===== src/rtl/fifo_rd_stream.sv =====
// fifo_rd_stream: read-side adapter for a one-cycle-latency synchronous FIFO.
// Issues fifo_rd_en, captures fifo_dout one cycle later into a 3-entry
// prefetch buffer, and presents the data as a valid/ready stream with
// packet boundary tagging (m_last every PKT_LEN beats) and a packet counter.
module fifo_rd_stream #(
   parameter int DATA_WIDTH = 8,
   parameter int PKT_LEN    = 16,
   parameter int CNT_WIDTH  = 16
) (
   input  logic                  clk,
   input  logic                  rst,
   input  logic [DATA_WIDTH-1:0] fifo_dout,
   input  logic                  fifo_empty,
   output logic                  fifo_rd_en,
   output logic [DATA_WIDTH-1:0] m_data,
   output logic                  m_valid,
   input  logic                  m_ready,
   output logic                  m_last,
   output logic [CNT_WIDTH-1:0]  pkt_cnt
);

   localparam int BW = (PKT_LEN > 1) ? $clog2(PKT_LEN) : 1;
   localparam logic [BW-1:0] LAST_BEAT = BW'(PKT_LEN - 1);

   logic [DATA_WIDTH-1:0] buf_mem [3];
   logic [1:0]            wr_ptr;
   logic [1:0]            rd_ptr;
   logic [1:0]            occ;
   logic                  inflight;
   logic [BW-1:0]         beat_cnt;
   logic                  hs;

   // Read request: only registered state and fifo_empty, never m_ready, so
   // a word already requested always has a free slot when it arrives.
   always_comb begin
      fifo_rd_en = !fifo_empty && (({1'b0, occ} + {2'b00, inflight}) < 3'd3);
   end

   // Stream outputs derived from buffer occupancy and packet position.
   always_comb begin
      m_valid = (occ != 2'd0);
      hs      = m_valid && m_ready;
      m_data  = m_valid ? buf_mem[rd_ptr] : '0;
      m_last  = m_valid && (beat_cnt == LAST_BEAT);
   end

   // Prefetch buffer: capture the word requested last cycle, release on handshake.
   always_ff @(posedge clk or posedge rst) begin
      if (rst) begin
         for (int unsigned i = 0; i < 3; i++) begin
            buf_mem[i] <= '0;
         end
         wr_ptr   <= '0;
         rd_ptr   <= '0;
         occ      <= '0;
         inflight <= 1'b0;
      end else begin
         inflight <= fifo_rd_en;
         if (inflight) begin
            buf_mem[wr_ptr] <= fifo_dout;
            wr_ptr          <= (wr_ptr == 2'd2) ? 2'd0 : wr_ptr + 2'd1;
         end
         if (hs) begin
            rd_ptr <= (rd_ptr == 2'd2) ? 2'd0 : rd_ptr + 2'd1;
         end
         case ({inflight, hs})
            2'b10:   occ <= occ + 2'd1;
            2'b01:   occ <= occ - 2'd1;
            default: occ <= occ;
         endcase
      end
   end

   // Packet position and completed-packet counter, advanced per handshake.
   always_ff @(posedge clk or posedge rst) begin
      if (rst) begin
         beat_cnt <= '0;
         pkt_cnt  <= '0;
      end else if (hs) begin
         if (m_last) begin
            beat_cnt <= '0;
            pkt_cnt  <= pkt_cnt + 1'b1;
         end else begin
            beat_cnt <= beat_cnt + 1'b1;
         end
      end
   end

endmodule


===== config.mk =====
export PLATFORM = sky130hd
export DESIGN_NAME = fifo_rd_stream
export DESIGN_NICKNAME = d
export VERILOG_FILES = /design/src/rtl/fifo_rd_stream.sv
export SDC_FILE = /design/constraint.sdc
export NUM_CORES = 1
export LEC_CHECK = 0
export ABC_AREA = 1
export BUFFER_PORTS_ARGS = -buffer_cell sky130_fd_sc_hd__buf_2
export CAP_MARGIN = 15
export CORE_MARGIN = 5
export CORE_UTILIZATION = 30
export CTS_CLUSTER_SIZE = 30
export DETAILED_ROUTE_END_ITERATION = 8
export GPL_ROUTABILITY_DRIVEN = 0
export GPL_TIMING_DRIVEN = 0
export SYNTH_ARGS = -nofsm -noshare
export SYNTH_HDL_FRONTEND = slang
export SYNTH_SLANG_ARGS = --single-unit

===== constraint.sdc =====
create_clock -name clk -period 2.4 [get_ports clk]
set_clock_uncertainty 0.2 [all_clocks]
set_input_delay 0.48 -clock clk [delete_from_list [all_inputs] [get_ports clk]]
set_output_delay 0.48 -clock clk [all_outputs]
set_load 0.005 [all_outputs]

==> impl_results.md <==
* Clock Sinks at 51
* Final setup viols at 0
* Detail Placement HPWL at 4110 µm
* Top cell by count, worst path: ha_1
* Port buffer count at 38
* TritonCTS clock tree: done
* CORE AREA at 8217 µm²
* Post-Route WL at 5656 µm
* # diodes at 0
* First-pass GRT wire length at 9597 µm
* Post-synth top area cell: dfrtp_1
* Critical-path cell list: ha_1, ha_1, a211o_1, inv_2, buf_2
* Io pins at 39
* R2R Path Start: occ[0]
* Slew @ Worst Pin at 543.7 ps
* Num CTS Buffers at 5
* Top post-synthesis cells by area: dfrtp_1, nand2_1, inv_1
* Hold WS at 12.35 ps
* GRT overflow at 0
* Critical path's top delay family: adder cells
* Power Internal at 1943 µW
* Register area share after synthesis at 0.5025
* Final Total Pwr at 3283 µW
* Slew margin rel. at 0.6370
* Switching Share at 0.4081
* Gr usage total at 0.1158
* Worst path arrival time at 1630 ps
* Max Clk Rate at 0.4321 GHz
* Worst R2R Setup Slack at 410 ps
* Crit path depth at 5
* Yosys warnings at 0
* Slowest CP cell: dfrtp_2
* Critical Path Sink: fifo_rd_en
* Vias in the first global route at 2045
* Switching power total at 1340 µW
* Final Max Tran Viols at 0
* Starting Density at 0.3091
* Largest net degree at the start of global routing at 29
* Final min period at 2314 ps
* Pre-CTS setup slack at 318.0 ps
* Reg2reg end: occ[1]
* Worst vdd ir at 0.0002895 V
* Area Overhead vs Synth at 17.98%
* Worst Hold Class: input port to asynchronous set/reset pin
* Mean Syn Cell Area at 7.767 µm²
* Worst Path Buf+Inv at 2
* Root Buffer: clkbuf_8
* Post-synth net total at 344
* Antenna-violating nets left at 0
* Pleak at 0.001643 µW
* P per Cell Area at 1096 nW/µm²
* RSZ-0062 raised after global routing: no
* Clk pwr share at 0.149
* Max-cap violation count at 0
* Part of the cycle the worst path needs at 0.9642
* Skew-Pair Late Insertion Delay at 300 ps
* WL/cell at 11.76 µm
* Hold-fix buffers, CTS at 0
* Setup TNS at 0 ps
* Crit-path max cell delay at 420 ps
* Setup CP Type: flop to output pin
* Nets at 392
* Final Hold Fails at 0
* CP startpoint kind: flop
* Cells on worst reg2reg path at 8
* CTS max path bufs at 2
* # DRC at 0
* Post-Synthesis Cell Area at 2540 µm²
* Critical Path Fanout Max at 2
* Die Span X at 102.0 µm
* Kind of end point of the critical path: output pin
* Comb pwr share at 0.420
* CTS clock-pin slew for the worst setup and hold paths at 100 ps
* DIE HEIGHT at 102.0 µm
* Setup crit start: occ[0]
* Initial DRC count at 94
* Synth Instances at 327
* Vias at 2129
* Layout cells sized above 1 at 0.1755
* Status: completed
* Synth Register Bits at 51
* Distinct cell type count after synthesis at 22
* H-tree depth at 2
* DR pass1 iterations at 4
* Synth top area share at 0.5025
* Worst Path Required at 1720 ps
* Final worst-path setup slack at 85.83 ps
* Placement row count at 33
* Antenna violations before repair at 0
* Vias per inst at 4.426
* DIE AREA at 10410 µm²
* Sequential power share at 0.431
[stage by stage]
step / std cells / util / area, µm²
floorplan: 327 / - / 2540
CTS: 480 / 0.3627 / 2980
finish: 481 / 0.3647 / 2997
detailed placement: 471 / 0.3507 / 2882
global placement: 470 / 0.3483 / 2861
global route: 481 / 0.3647 / 2997
[synth_stat cells (all sizes together)]
cell type  count
a211o          1
a21oi          3
buf            2
clkbuf         3
dfrtp         51
ha             5
inv           56
nand2        111
nand3         31
nor2          21
nor3           1
o21ai         33
xnor2          1
xor2           8
[cell families (layout without fill, tap and decap cells)]
group | count (synthesis) | in the layout | share of synthesized area
and+or+nand+nor | 164 | 164 | 0.2729
buffers and inverters | 61 | 110 | 0.09458
DFF | 51 | 51 | 0.5025
AOI/OAI and AO/OA | 37 | 37 | 0.07438
xor gates and xnor gates | 9 | 9 | 0.03104
adders and majority gates | 5 | 5 | 0.02463
[final cells by class]
cell class              instances  area (µm²)
repair buffers                 41       225.2
clock inverters                 2       12.51
fillers                       846        5220
plain buffers                   5       30.03
flip-flops and latches         51        1279
well taps                     105       131.4
clock buffers                   6       72.57
multi-input cells             215        1036
inverters                      56       210.2
[routing by layer]
layer,vias to the layer above,GRT usage,routed length (µm)
met5,-,0,0
li1,1100,-,-
met1,1006,0.1531,2619
met4,0,0.04137,91
met3,6,0.02116,131
met2,17,0.1904,2814
[cell usage in the layout, fill, tap and decap left out]
master,n
a211o_1,1
nand3_1,30
dfrtp_2,2
nand2_2,1
dfrtp_1,49
xnor2_1,1
xor2_1,8
buf_4,3
buf_12,1
buf_6,1
buf_2,38
nand2_1,108
clkbuf_1,4
ha_1,5
nand3_2,1
inv_1,53
inv_2,3
nor2_4,2
clkinvlp_4,1
o21ai_0,32
o21ai_1,1
clkinv_2,1
nor3_1,1
nor2_2,5
nor2_1,14
clkbuf_8,5
a21oi_1,3
nand2_4,2
[registers in the layout (all words and copies together) (netlist names)]
signal and count:
beat_cnt 4, rd_ptr 2, pkt_cnt 16, wr_ptr 2
occ 2, buf_mem 24, inflight 1
[worst reg2reg max path, cell delays in order, from the launching register on]
cell and delay (ps):
dfrtp_2 420, buf_4 150, nor2_1 190, nor2_2 70, buf_4 170, ha_1 310, a21oi_1 110, o21ai_0 100
xor2_1 150
[power by group through the flow]
stage	Combinational, µW	Sequential [µW]	Clock [µW]
after floorplan	923	1380	0
after global placement	1310	1420	0
after detailed placement	1340	1440	0
after CTS	1380	1420	507
after global routing	1610	1450	535
final	1380	1410	489
[how the worst min path moves through the flow]
stage | start | end | slack [ps] | cells after the start
finish | rst | beat_cnt[2] | 10 | 2
global route | rst | beat_cnt[2] | 50 | 2
CTS | rst | beat_cnt[2] | 30 | 2
detailed placement | buf_mem[11] | buf_mem[11] | 270 | 2
global placement | buf_mem[13] | buf_mem[13] | 270 | 2
floorplan | buf_mem[0] | buf_mem[0] | 250 | 2
[what timing repair did]
action                     CTS  global route
gates resized for setup      3             4
pin swaps                    0             2
setup buffers                1             1
setup endpoints to repair    9             9
Power figures use the tool's default switching activity.
